--- config.mk ---
export PLATFORM = sky130hd
export DESIGN_NAME = cp0_excpt_unit
export DESIGN_NICKNAME = d
export VERILOG_FILES = /design/src/rtl/cp0_excpt_unit_pkg.sv /design/src/rtl/cp0_excpt_unit_timer.sv /design/src/rtl/cp0_excpt_unit.sv
export SDC_FILE = /design/constraint.sdc
export NUM_CORES = 1
export LEC_CHECK = 0
export CORE_MARGIN = 3
export CORE_UTILIZATION = 46
export CTS_CLUSTER_DIAMETER = 100
export CTS_CLUSTER_SIZE = 12
export DETAILED_ROUTE_END_ITERATION = 8
export GPL_ROUTABILITY_DRIVEN = 0
export MAX_ROUTING_LAYER = met4
export PLACE_DENSITY = 0.85
export RECOVER_POWER = 25
export SETUP_SLACK_MARGIN = 0.5
export SLEW_MARGIN = 20
export SYNTH_ARGS = -nofsm -noshare
export SYNTH_HDL_FRONTEND = slang
export SYNTH_SLANG_ARGS = --single-unit
--- constraint.sdc ---
create_clock -name clk -period 4.8 [get_ports clk]
set_clock_uncertainty 0.15 [all_clocks]
set_input_delay 1.44 -clock clk [delete_from_list [all_inputs] [get_ports clk]]
set_output_delay 1.44 -clock clk [all_outputs]
set_load 0.05 [all_outputs]
--- src/rtl/cp0_excpt_unit_pkg.sv ---
// ----------------------------------------------------------------------------
// cp0_excpt_unit_pkg
// Shared constants and helpers for the coprocessor-0 exception unit:
//   - CP0 register numbers used by mtc0/mfc0
//   - exception type codes driven on excptype_o
//   - Cause.ExcCode values
//   - Status field layout and its packing into the 32-bit read view
//   - priority encoder for interrupt / syscall / eret
// ----------------------------------------------------------------------------
package cp0_excpt_unit_pkg;

    // CP0 register numbers
    localparam logic [4:0] CP0_COUNT   = 5'd9;
    localparam logic [4:0] CP0_COMPARE = 5'd11;
    localparam logic [4:0] CP0_STATUS  = 5'd12;
    localparam logic [4:0] CP0_CAUSE   = 5'd13;
    localparam logic [4:0] CP0_EPC     = 5'd14;
    localparam logic [4:0] CP0_PRID    = 5'd15;

    // Exception types handed to the exception-control stage
    localparam logic [31:0] EXC_NONE    = 32'h0000_0000;
    localparam logic [31:0] EXC_TIMER   = 32'h0000_0004;
    localparam logic [31:0] EXC_SYSCALL = 32'h0000_0100;
    localparam logic [31:0] EXC_ERET    = 32'h0000_0200;

    // Cause.ExcCode values
    localparam logic [4:0] EXCCODE_INT = 5'd0;
    localparam logic [4:0] EXCCODE_SYS = 5'd8;

    // Implemented Status bits only; everything else reads as zero
    typedef struct packed {
        logic [7:0] im;
        logic       exl;
        logic       ie;
    } status_t;

    // Status read view: IM in 15:8, EXL in 1, IE in 0
    function automatic logic [31:0] status_pack(input status_t st);
        return {16'h0000, st.im, 6'b00_0000, st.exl, st.ie};
    endfunction

    // Cause read view: IP7 in 15, ExcCode in 6:2
    function automatic logic [31:0] cause_pack(input logic ip7, input logic [4:0] exccode);
        return {16'h0000, ip7, 8'h00, exccode, 2'b00};
    endfunction

    // Interrupt first, then syscall, then eret
    function automatic logic [31:0] excpt_prio(input logic int_req,
                                               input logic syscall,
                                               input logic eret);
        logic [31:0] code;
        if (int_req) begin
            code = EXC_TIMER;
        end else if (syscall) begin
            code = EXC_SYSCALL;
        end else if (eret) begin
            code = EXC_ERET;
        end else begin
            code = EXC_NONE;
        end
        return code;
    endfunction

endpackage

--- src/rtl/cp0_excpt_unit_timer.sv ---
// ----------------------------------------------------------------------------
// cp0_timer
// Count/Compare timer of coprocessor 0.
//   clk, rst      clock, asynchronous active-high reset
//   count_we      load Count from wdata (wins over the increment)
//   compare_we    load Compare from wdata and clear IP7 (wins over the set)
//   wdata         mtc0 data
//   count         registered Count
//   compare       registered Compare
//   ip7           sticky timer interrupt pending flag (Cause.IP[7])
// Count advances once every COUNT_DIV clocks.
// ----------------------------------------------------------------------------
module cp0_timer
    import cp0_excpt_unit_pkg::*;
#(
    parameter int unsigned COUNT_DIV = 1
) (
    input  logic        clk,
    input  logic        rst,
    input  logic        count_we,
    input  logic        compare_we,
    input  logic [31:0] wdata,
    output logic [31:0] count,
    output logic [31:0] compare,
    output logic        ip7
);

    localparam logic [7:0] DIV_LAST = 8'(COUNT_DIV - 1);

    logic [7:0]  div_r;
    logic [31:0] count_r;
    logic [31:0] compare_r;
    logic        ip7_r;
    logic        div_wrap_s;
    logic        match_s;

    // Divider terminal count and Count/Compare match on registered values
    always_comb begin
        div_wrap_s = (div_r == DIV_LAST);
        match_s    = (count_r == compare_r) && (compare_r != 32'h0000_0000);
    end

    // Divider and Count; a Count load also restarts the divider so the next
    // increment lands exactly COUNT_DIV clocks after the write
    always_ff @(posedge clk or posedge rst) begin
        if (rst) begin
            div_r   <= 8'h00;
            count_r <= 32'h0000_0000;
        end else if (count_we) begin
            div_r   <= 8'h00;
            count_r <= wdata;
        end else if (div_wrap_s) begin
            div_r   <= 8'h00;
            count_r <= count_r + 32'd1;
        end else begin
            div_r   <= div_r + 8'd1;
        end
    end

    // Compare register and sticky IP7; writing Compare acknowledges the timer
    always_ff @(posedge clk or posedge rst) begin
        if (rst) begin
            compare_r <= 32'h0000_0000;
            ip7_r     <= 1'b0;
        end else if (compare_we) begin
            compare_r <= wdata;
            ip7_r     <= 1'b0;
        end else if (match_s) begin
            ip7_r     <= 1'b1;
        end else begin
            ip7_r     <= ip7_r;
        end
    end

    assign count   = count_r;
    assign compare = compare_r;
    assign ip7     = ip7_r;

endmodule

--- src/rtl/cp0_excpt_unit.sv ---
// ----------------------------------------------------------------------------
// cp0_excpt_unit
// Coprocessor-0 register file and exception source for the single-cycle CPU.
//   clk, rst      clock, asynchronous active-high reset
//   cp0_we/waddr/wdata   mtc0 write port (effective at the clock edge)
//   cp0_raddr/rdata      mfc0 read port (combinational, no write bypass)
//   pc_i                 PC of the instruction in flight
//   is_syscall/is_eret   decoded instruction class
//   excptype_o           0x4 timer, 0x100 syscall, 0x200 eret, 0 none
//   epc_o                registered EPC
//   timer_int_o          Cause.IP[7]
// ----------------------------------------------------------------------------
module cp0_excpt_unit
    import cp0_excpt_unit_pkg::*;
#(
    parameter int unsigned COUNT_DIV  = 1,
    parameter logic [31:0] PRID_VAL   = 32'h0001_0001,
    parameter logic [31:0] STATUS_RST = 32'h0000_0000
) (
    input  logic        clk,
    input  logic        rst,
    input  logic        cp0_we,
    input  logic [4:0]  cp0_waddr,
    input  logic [31:0] cp0_wdata,
    input  logic [4:0]  cp0_raddr,
    output logic [31:0] cp0_rdata,
    input  logic [31:0] pc_i,
    input  logic        is_syscall,
    input  logic        is_eret,
    output logic [31:0] excptype_o,
    output logic [31:0] epc_o,
    output logic        timer_int_o
);

    localparam status_t STATUS_INIT = '{im:  STATUS_RST[15:8],
                                        exl: STATUS_RST[1],
                                        ie:  STATUS_RST[0]};

    status_t     status_r;
    logic [4:0]  exccode_r;
    logic [31:0] epc_r;

    logic [31:0] count_s;
    logic [31:0] compare_s;
    logic        ip7_s;
    logic        int_req_s;
    logic [31:0] excptype_s;
    logic        wr_ok_s;
    logic        count_we_s;
    logic        compare_we_s;

    // Interrupt request, exception priority and mtc0 qualification; an
    // instruction that traps does not retire, so its mtc0 is dropped
    always_comb begin
        int_req_s    = ip7_s & status_r.im[7] & status_r.ie & ~status_r.exl;
        excptype_s   = excpt_prio(int_req_s, is_syscall, is_eret);
        wr_ok_s      = cp0_we && (excptype_s == EXC_NONE);
        count_we_s   = wr_ok_s && (cp0_waddr == CP0_COUNT);
        compare_we_s = wr_ok_s && (cp0_waddr == CP0_COMPARE);
    end

    cp0_timer #(
        .COUNT_DIV (COUNT_DIV)
    ) u_timer (
        .clk        (clk),
        .rst        (rst),
        .count_we   (count_we_s),
        .compare_we (compare_we_s),
        .wdata      (cp0_wdata),
        .count      (count_s),
        .compare    (compare_s),
        .ip7        (ip7_s)
    );

    // Status, Cause.ExcCode and EPC: exception entry/return first, then mtc0
    always_ff @(posedge clk or posedge rst) begin
        if (rst) begin
            status_r  <= STATUS_INIT;
            exccode_r <= EXCCODE_INT;
            epc_r     <= 32'h0000_0000;
        end else begin
            case (excptype_s)
                EXC_TIMER: begin
                    // interrupted instruction is re-executed on return
                    epc_r        <= pc_i;
                    status_r.exl <= 1'b1;
                    exccode_r    <= EXCCODE_INT;
                end
                EXC_SYSCALL: begin
                    // syscall has completed, resume after it
                    epc_r        <= pc_i + 32'd4;
                    status_r.exl <= 1'b1;
                    exccode_r    <= EXCCODE_SYS;
                end
                EXC_ERET: begin
                    status_r.exl <= 1'b0;
                end
                default: begin
                    if (wr_ok_s) begin
                        case (cp0_waddr)
                            CP0_STATUS: begin
                                status_r.im  <= cp0_wdata[15:8];
                                status_r.exl <= cp0_wdata[1];
                                status_r.ie  <= cp0_wdata[0];
                            end
                            CP0_EPC: begin
                                epc_r <= cp0_wdata;
                            end
                            default: begin
                                // Cause fields are read-only; other numbers unmapped
                            end
                        endcase
                    end
                end
            endcase
        end
    end

    // mfc0 read mux; reflects state before any write at the coming edge
    always_comb begin
        case (cp0_raddr)
            CP0_COUNT:   cp0_rdata = count_s;
            CP0_COMPARE: cp0_rdata = compare_s;
            CP0_STATUS:  cp0_rdata = status_pack(status_r);
            CP0_CAUSE:   cp0_rdata = cause_pack(ip7_s, exccode_r);
            CP0_EPC:     cp0_rdata = epc_r;
            CP0_PRID:    cp0_rdata = PRID_VAL;
            default:     cp0_rdata = 32'h0000_0000;
        endcase
    end

    assign excptype_o  = excptype_s;
    assign epc_o       = epc_r;
    assign timer_int_o = ip7_s;

endmodule
-- Yosys cells after proc, flatten, opt, wreduce, memory -nomap -nowiden
Cells that the tools add are included.
- bits in registers: 120
- latch bits: 0
- RAM bits: 0
- memory bits (read-only): 0
- input bits: 79
- output and inout port bits: 97
- word-level logic and storage cells: 68
- memories: 0
- add/subtract/negate cells: 3
- $mul: 0
- div/mod/pow operators: 0
- magnitude comparators: 0
- equal/unequal tests: 14
- shifts and indexed selects: 0
- multiplexer cells: 17
- bitwise gates (word level): 6
- reduce and logical (&&, ||, !) cells: 19
- operators with widths (kind ; count):
    $pmux W32 S6 ; 1
    $mux W32 ; 4
    $pmux W32 S3 ; 1
    $eq A5 B4 Y1 const B ; 10
    $add A32 B1 Y32 const B ; 1
    $add A32 B3 Y32 const B ; 1
    $eq A32 B10 Y1 const B ; 1
    $eq A32 B3 Y1 const B ; 1
    $eq A32 B32 Y1 ; 1
    $eq A32 B9 Y1 const B ; 1
    $logic_not A32 Y1 ; 1
    $reduce_bool A32 Y1 ; 1
    $mux W10 ; 3
    $mux W8 ; 2
    $reduce_bool A3 Y1 ; 4
    $pmux W5 S2 ; 1
    $add A8 B1 Y8 const B ; 1
    $logic_not A8 Y1 ; 1
    $reduce_and A3 Y1 ; 2
    $reduce_bool A2 Y1 ; 3
    $logic_and A1 B1 Y1 ; 4
    $mux W2 ; 2
    $and A1 B1 Y1 ; 3
    $not A1 Y1 ; 3
    5 further kinds ; 6

-- Longest topological paths before layout
- depth after elaboration: 8
- mapped depth: 8
- mapped depth without buffers: 7

-- Cells and area by module
Synthesis repeated with hierarchy kept, for this count alone.
- cells, all modules: 802
- area total of the unflattened synthesis: 7473.4 sq um
- modules (own cells, without submodules) (module ; times used ; cells an instance ; area an instance (sq um) ; seq. area each (sq um)):
    cp0_timer ; 1 ; 380 ; 3853.7 ; 1826.8
    cp0_excpt_unit ; 1 ; 422 ; 3619.7 ; 1076.0

-- Worst setup path before layout
OpenSTA, ideal clock, no wires.
- path type: input-to-output
- start point: input port cp0_raddr[1]
- end point: output port cp0_rdata[10]
- arrival time: 3.120 ns
- required time: 3.210 ns
- slack: 0.090 ns
- cell stages on the path: 4
- buffers on the path: 2
- path through: clkbuf_1 > clkbuf_1 > mux2i_1 > o22ai_1
- word-level cells in the longest chain between the ends: 2
- elaborated cells on any way between the ends: 7
- those cells by class: 6 x eq/ne; 1 x mux
- RTL lines (item ; RTL line ; source):
    from (decl) ; cp0_excpt_unit.sv:25 ; input logic [4:0] cp0_raddr,
    $eq A5 B4 Y1 ; cp0_excpt_unit.sv:121 ; case (cp0_raddr)
    $pmux W32 S6 * ; cp0_excpt_unit.sv:121 ;
    to (decl) ; cp0_excpt_unit.sv:26 ; output logic [31:0] cp0_rdata,
Mark *: on every way between the ends. The rest lies on a longest branch, timed or not.

-- Final worst setup path
- start point: input port cp0_raddr[0]
- end point: output port cp0_rdata[15]
The elaborated chain is that of the path after synthesis.

==> run_results.csv <==
group,metric,value,unit
critical_path,crit_start,"cp0_raddr[0]",
power,power_switching_share,34.4,%
synth,async_reset_ff_share,100,%
floorplanning,io_pins,176,
synth,avgSynthCellArea,9.53,um2
clocking,htree_levels,4,
power,p_clk_share,38.5,%
synth,netlist_area,0.00754,mm2
clocking,cts_sinks,116,
synth,ys_ff_latch,116,
clocking,clk_latency,0.43,ns
grt,grt_max_degree,53,
grt,grtUsageTotal,30.0,%
critical_path,required,3.21,ns
clocking,cts_root_buf,"clkbuf_16",
grt,grt_pass1_vias,7092,
timing,grt_setup_unrepaired,"true",
grt,grt-ovfl-total,0,
drt,via_per_inst,6.21,
finish,finish.instance_area,0.0105,mm2
timing,fin_crit_sh,90.9,%
critical_path,worst-setup-path-type,"in -> out",
power,ir_worst_vdd,277,uV
drt,drc,0,
finish,fillCellCount,1114,
critical_path,cp.arrival,2.77,ns
placed_design,post_dp_cell_area,0.00959,mm2
critical_path,reg2reg_depth,7,
finish,drive_gt1_share,24.0,%
drt,vias,7246,
drt,drtIter0Drc,858,
critical_path,worst-path-max-fanout,11,
timing,fmax,229,MHz
critical_path,worst_setup_path_end_kind,"primary output",
timing,setup_ws,0.438,ns
clocking,path_clk_slew,0.06,ns
drt,ant_nets,0,
synth,synth_ff_type,"dfrtp_1",
timing,hold_violations,0,
drt,wire_per_inst,23.2,um
floorplanning,num_rows,46,
grt,grt_pass1_wl,40200,um
floorplanning,die_x,134,um
synth,yosysUniqueCellTypes,56,
hold_path,hold_end,"status_r[7]",
drt,first_pass_iters,8,
critical_path,r2r_end,"u_timer.count[30]",
critical_path,r2r_start,"u_timer.div_r[0]",
synth,synth_top_area_share,38.5,%
outcome,violations,"capacitance limit, slew limit",
power,leakage,4.49,nW
synth,yosysWarningCount,0,
flow_run,maxCapViolations,1,
hold_path,min_from,"status_r[7]",
clocking,clk_path_buf_depth,2,
timing,layout_min_cycle_time,4.36,ns
critical_path,cp-start-kind,"primary input",
power,p_per_area,313,mW/mm2
finish,final_nets,1020,
placed_design,dpl.cell_count,1118,
placed_design,hpwl,18700,um
outcome,status,"complete, but fails checks",
power,finalPower,0.00329,W
drt,wirelength,27100,um
placed_design,io_buffer_count,146,
synth,synth_top_area_cell,"dfrtp_1",
hold_path,hold_class,"reg -> reg",
placed_design,pre_cts_slack,-0.00863,ns
clocking,cts_tree,"built",
floorplanning,dieArea,0.0180,mm2
floorplanning,initial_core_util,47.3,%
power,combPwrFrac,23.2,%
floorplanning,coreArea,0.0159,mm2
synth,netlist_top_cells_count,"116 x dfrtp_1, 65 x mux2_2, 63 x nand2_1, 53 x nor2_1, 50 x xor2_1",
hold_path,holdPathStages,1,
floorplanning,fp.dieH,134,um
synth,synth_enable_flop_cells,0,
timing,slew_violations,32,
synth,yosys-top-cells-area,"dfrtp_1 38%, mux2_2 9.7%, xor2_1 5.8%",
grt,grt_antenna_before_repair,1,
synth,synth.most_common_cell,"dfrtp_1",
timing,setup_violations,0,
clocking,postCtsHoldBufs,0,
synth,syn-instance-count,791,
critical_path,reg2reg_slack,1.82,ns
timing,tightest_slew,1.87,ns
timing,maxSlewHeadroom,-24.9,%
power,p_int,0.00216,W
finish,area_growth,39.1,%
clocking,cts_buffers,17,
power,p_seq_share,38.3,%
synth,yosysSeqAreaShare,38.5,%
finish,final_cell_count_no_fill,1167,
power,p_sw,0.00113,W
## layer usage
layer,vias up,global-route usage [%],part of all wire [%]
met5,-,-,0
met4,0,16.2,6.0
met3,154,7.54,11
met2,530,46.1,47
met1,3461,36.6,37
li1,3101,-,-
## worst max-delay path, stage by stage
cell and delay [ns]:
clkdlybuf4s15_2 0.22, nand2_2 0.08, buf_4 0.16, nor2_4 0.22
buf_12 0.18, a22o_1 0.16, a21o_1 0.16, buf_12 0.14
## cell type report
cell class                      instances  area (um2)  share of cell area (%)
Multi-Input combinational cell        611        4490                    42.9
Clock buffer                           17         425                    4.06
Tap cell                              216         270                    2.58
Clock inverter                         15         156                    1.49
Timing Repair Buffer                  179        2190                    20.9
Antenna cell                            1        2.50                  0.0239
Sequential cell                       116        2900                    27.7
Inverter                               12        46.3                   0.442
## how the worst max path moves through the flow
stage	slack, ns	endpoint	cells past startpoint
floorplan	0.15	cp0_rdata[0]	4
finish	0.44	cp0_rdata[15]	8
detailed placement	-0.009	cp0_rdata[25]	8
CTS	0.48	cp0_rdata[22]	10
global route	0.39	cp0_rdata[22]	9
global placement	0.008	cp0_rdata[2]	8
## registers in the layout (all words and copies together) (netlist names)
signal           count
epc_o               32
exccode_r            1
status_r            10
u_timer.compare     32
u_timer.count       32
u_timer.div_r        8
u_timer.ip7          1
## metrics by stage
step	TNS [ns]	utilization, %	hold slack, ns
after floorplan	0	-	0.316
after CTS	0	65.3	0.358
final	0	65.8	0.358
after global routing	0	65.8	0.373
after global placement	0	60.2	0.335
after detailed placement	-0.0124	60.2	0.345
## power by group through the flow
stage,Clock (W),Combinational (W),Sequential (W)
4_1_cts,0.00126,0.000740,0.00124
3_5_place_dp,0,0.000721,0.00126
5_1_grt,0.00130,0.000800,0.00126
3_3_place_gp,0,0.000704,0.00125
2_1_floorplan,0,0.000406,0.00127
6_report,0.00127,0.000764,0.00126
## layout by cell type (no fill, tap or decap), types with 6 or more instances in the layout
| master | count |
|---|---|
| o21ai_0 | 47 |
| and4_1 | 6 |
| nor2_1 | 49 |
| conb_1 | 29 |
| nand4_1 | 19 |
| nand2_1 | 61 |
| nand3_1 | 30 |
| nor3_1 | 10 |
| and3_1 | 9 |
| a21oi_1 | 19 |
| a31oi_1 | 9 |
| clkdlybuf4s50_1 | 105 |
| buf_12 | 40 |
| a22o_2 | 9 |
| or3_1 | 8 |
| buf_4 | 18 |
| o22ai_2 | 9 |
| xor2_1 | 50 |
| mux2i_1 | 30 |
| mux2_2 | 65 |
| dfrtp_1 | 116 |
| a22o_1 | 20 |
| nor4_1 | 23 |
| inv_1 | 10 |
| a22o_4 | 10 |
| xnor2_1 | 32 |
| clkbuf_16 | 18 |
## timing repair
action | in CTS | in global routing
resized for setup | 37 | 9
buffers inserted | 7 | 4
endpoints found under the setup margin | 32 | 33
gates cloned | 2 | 2
pin swaps | 14 | 15
## cell families (layout without fill, tap and decap cells)
group / count (synthesis) / after routing / share of synthesized area (%)
AO/OA/AOI/OAI: 140 / 140 / 12.1
XOR/XNOR: 82 / 82 / 9.53
adder cells (fa/ha/maj): 4 / 4 / 0.664
buffers and inverters: 92 / 223 / 6.22
flip-flops: 116 / 116 / 38.5
multiplexers: 98 / 98 / 14.2
other: 1 / 30 / 0.0497
AND/OR/NAND/NOR: 258 / 258 / 18.7
Note: power is estimated with default switching activity, not from simulation.
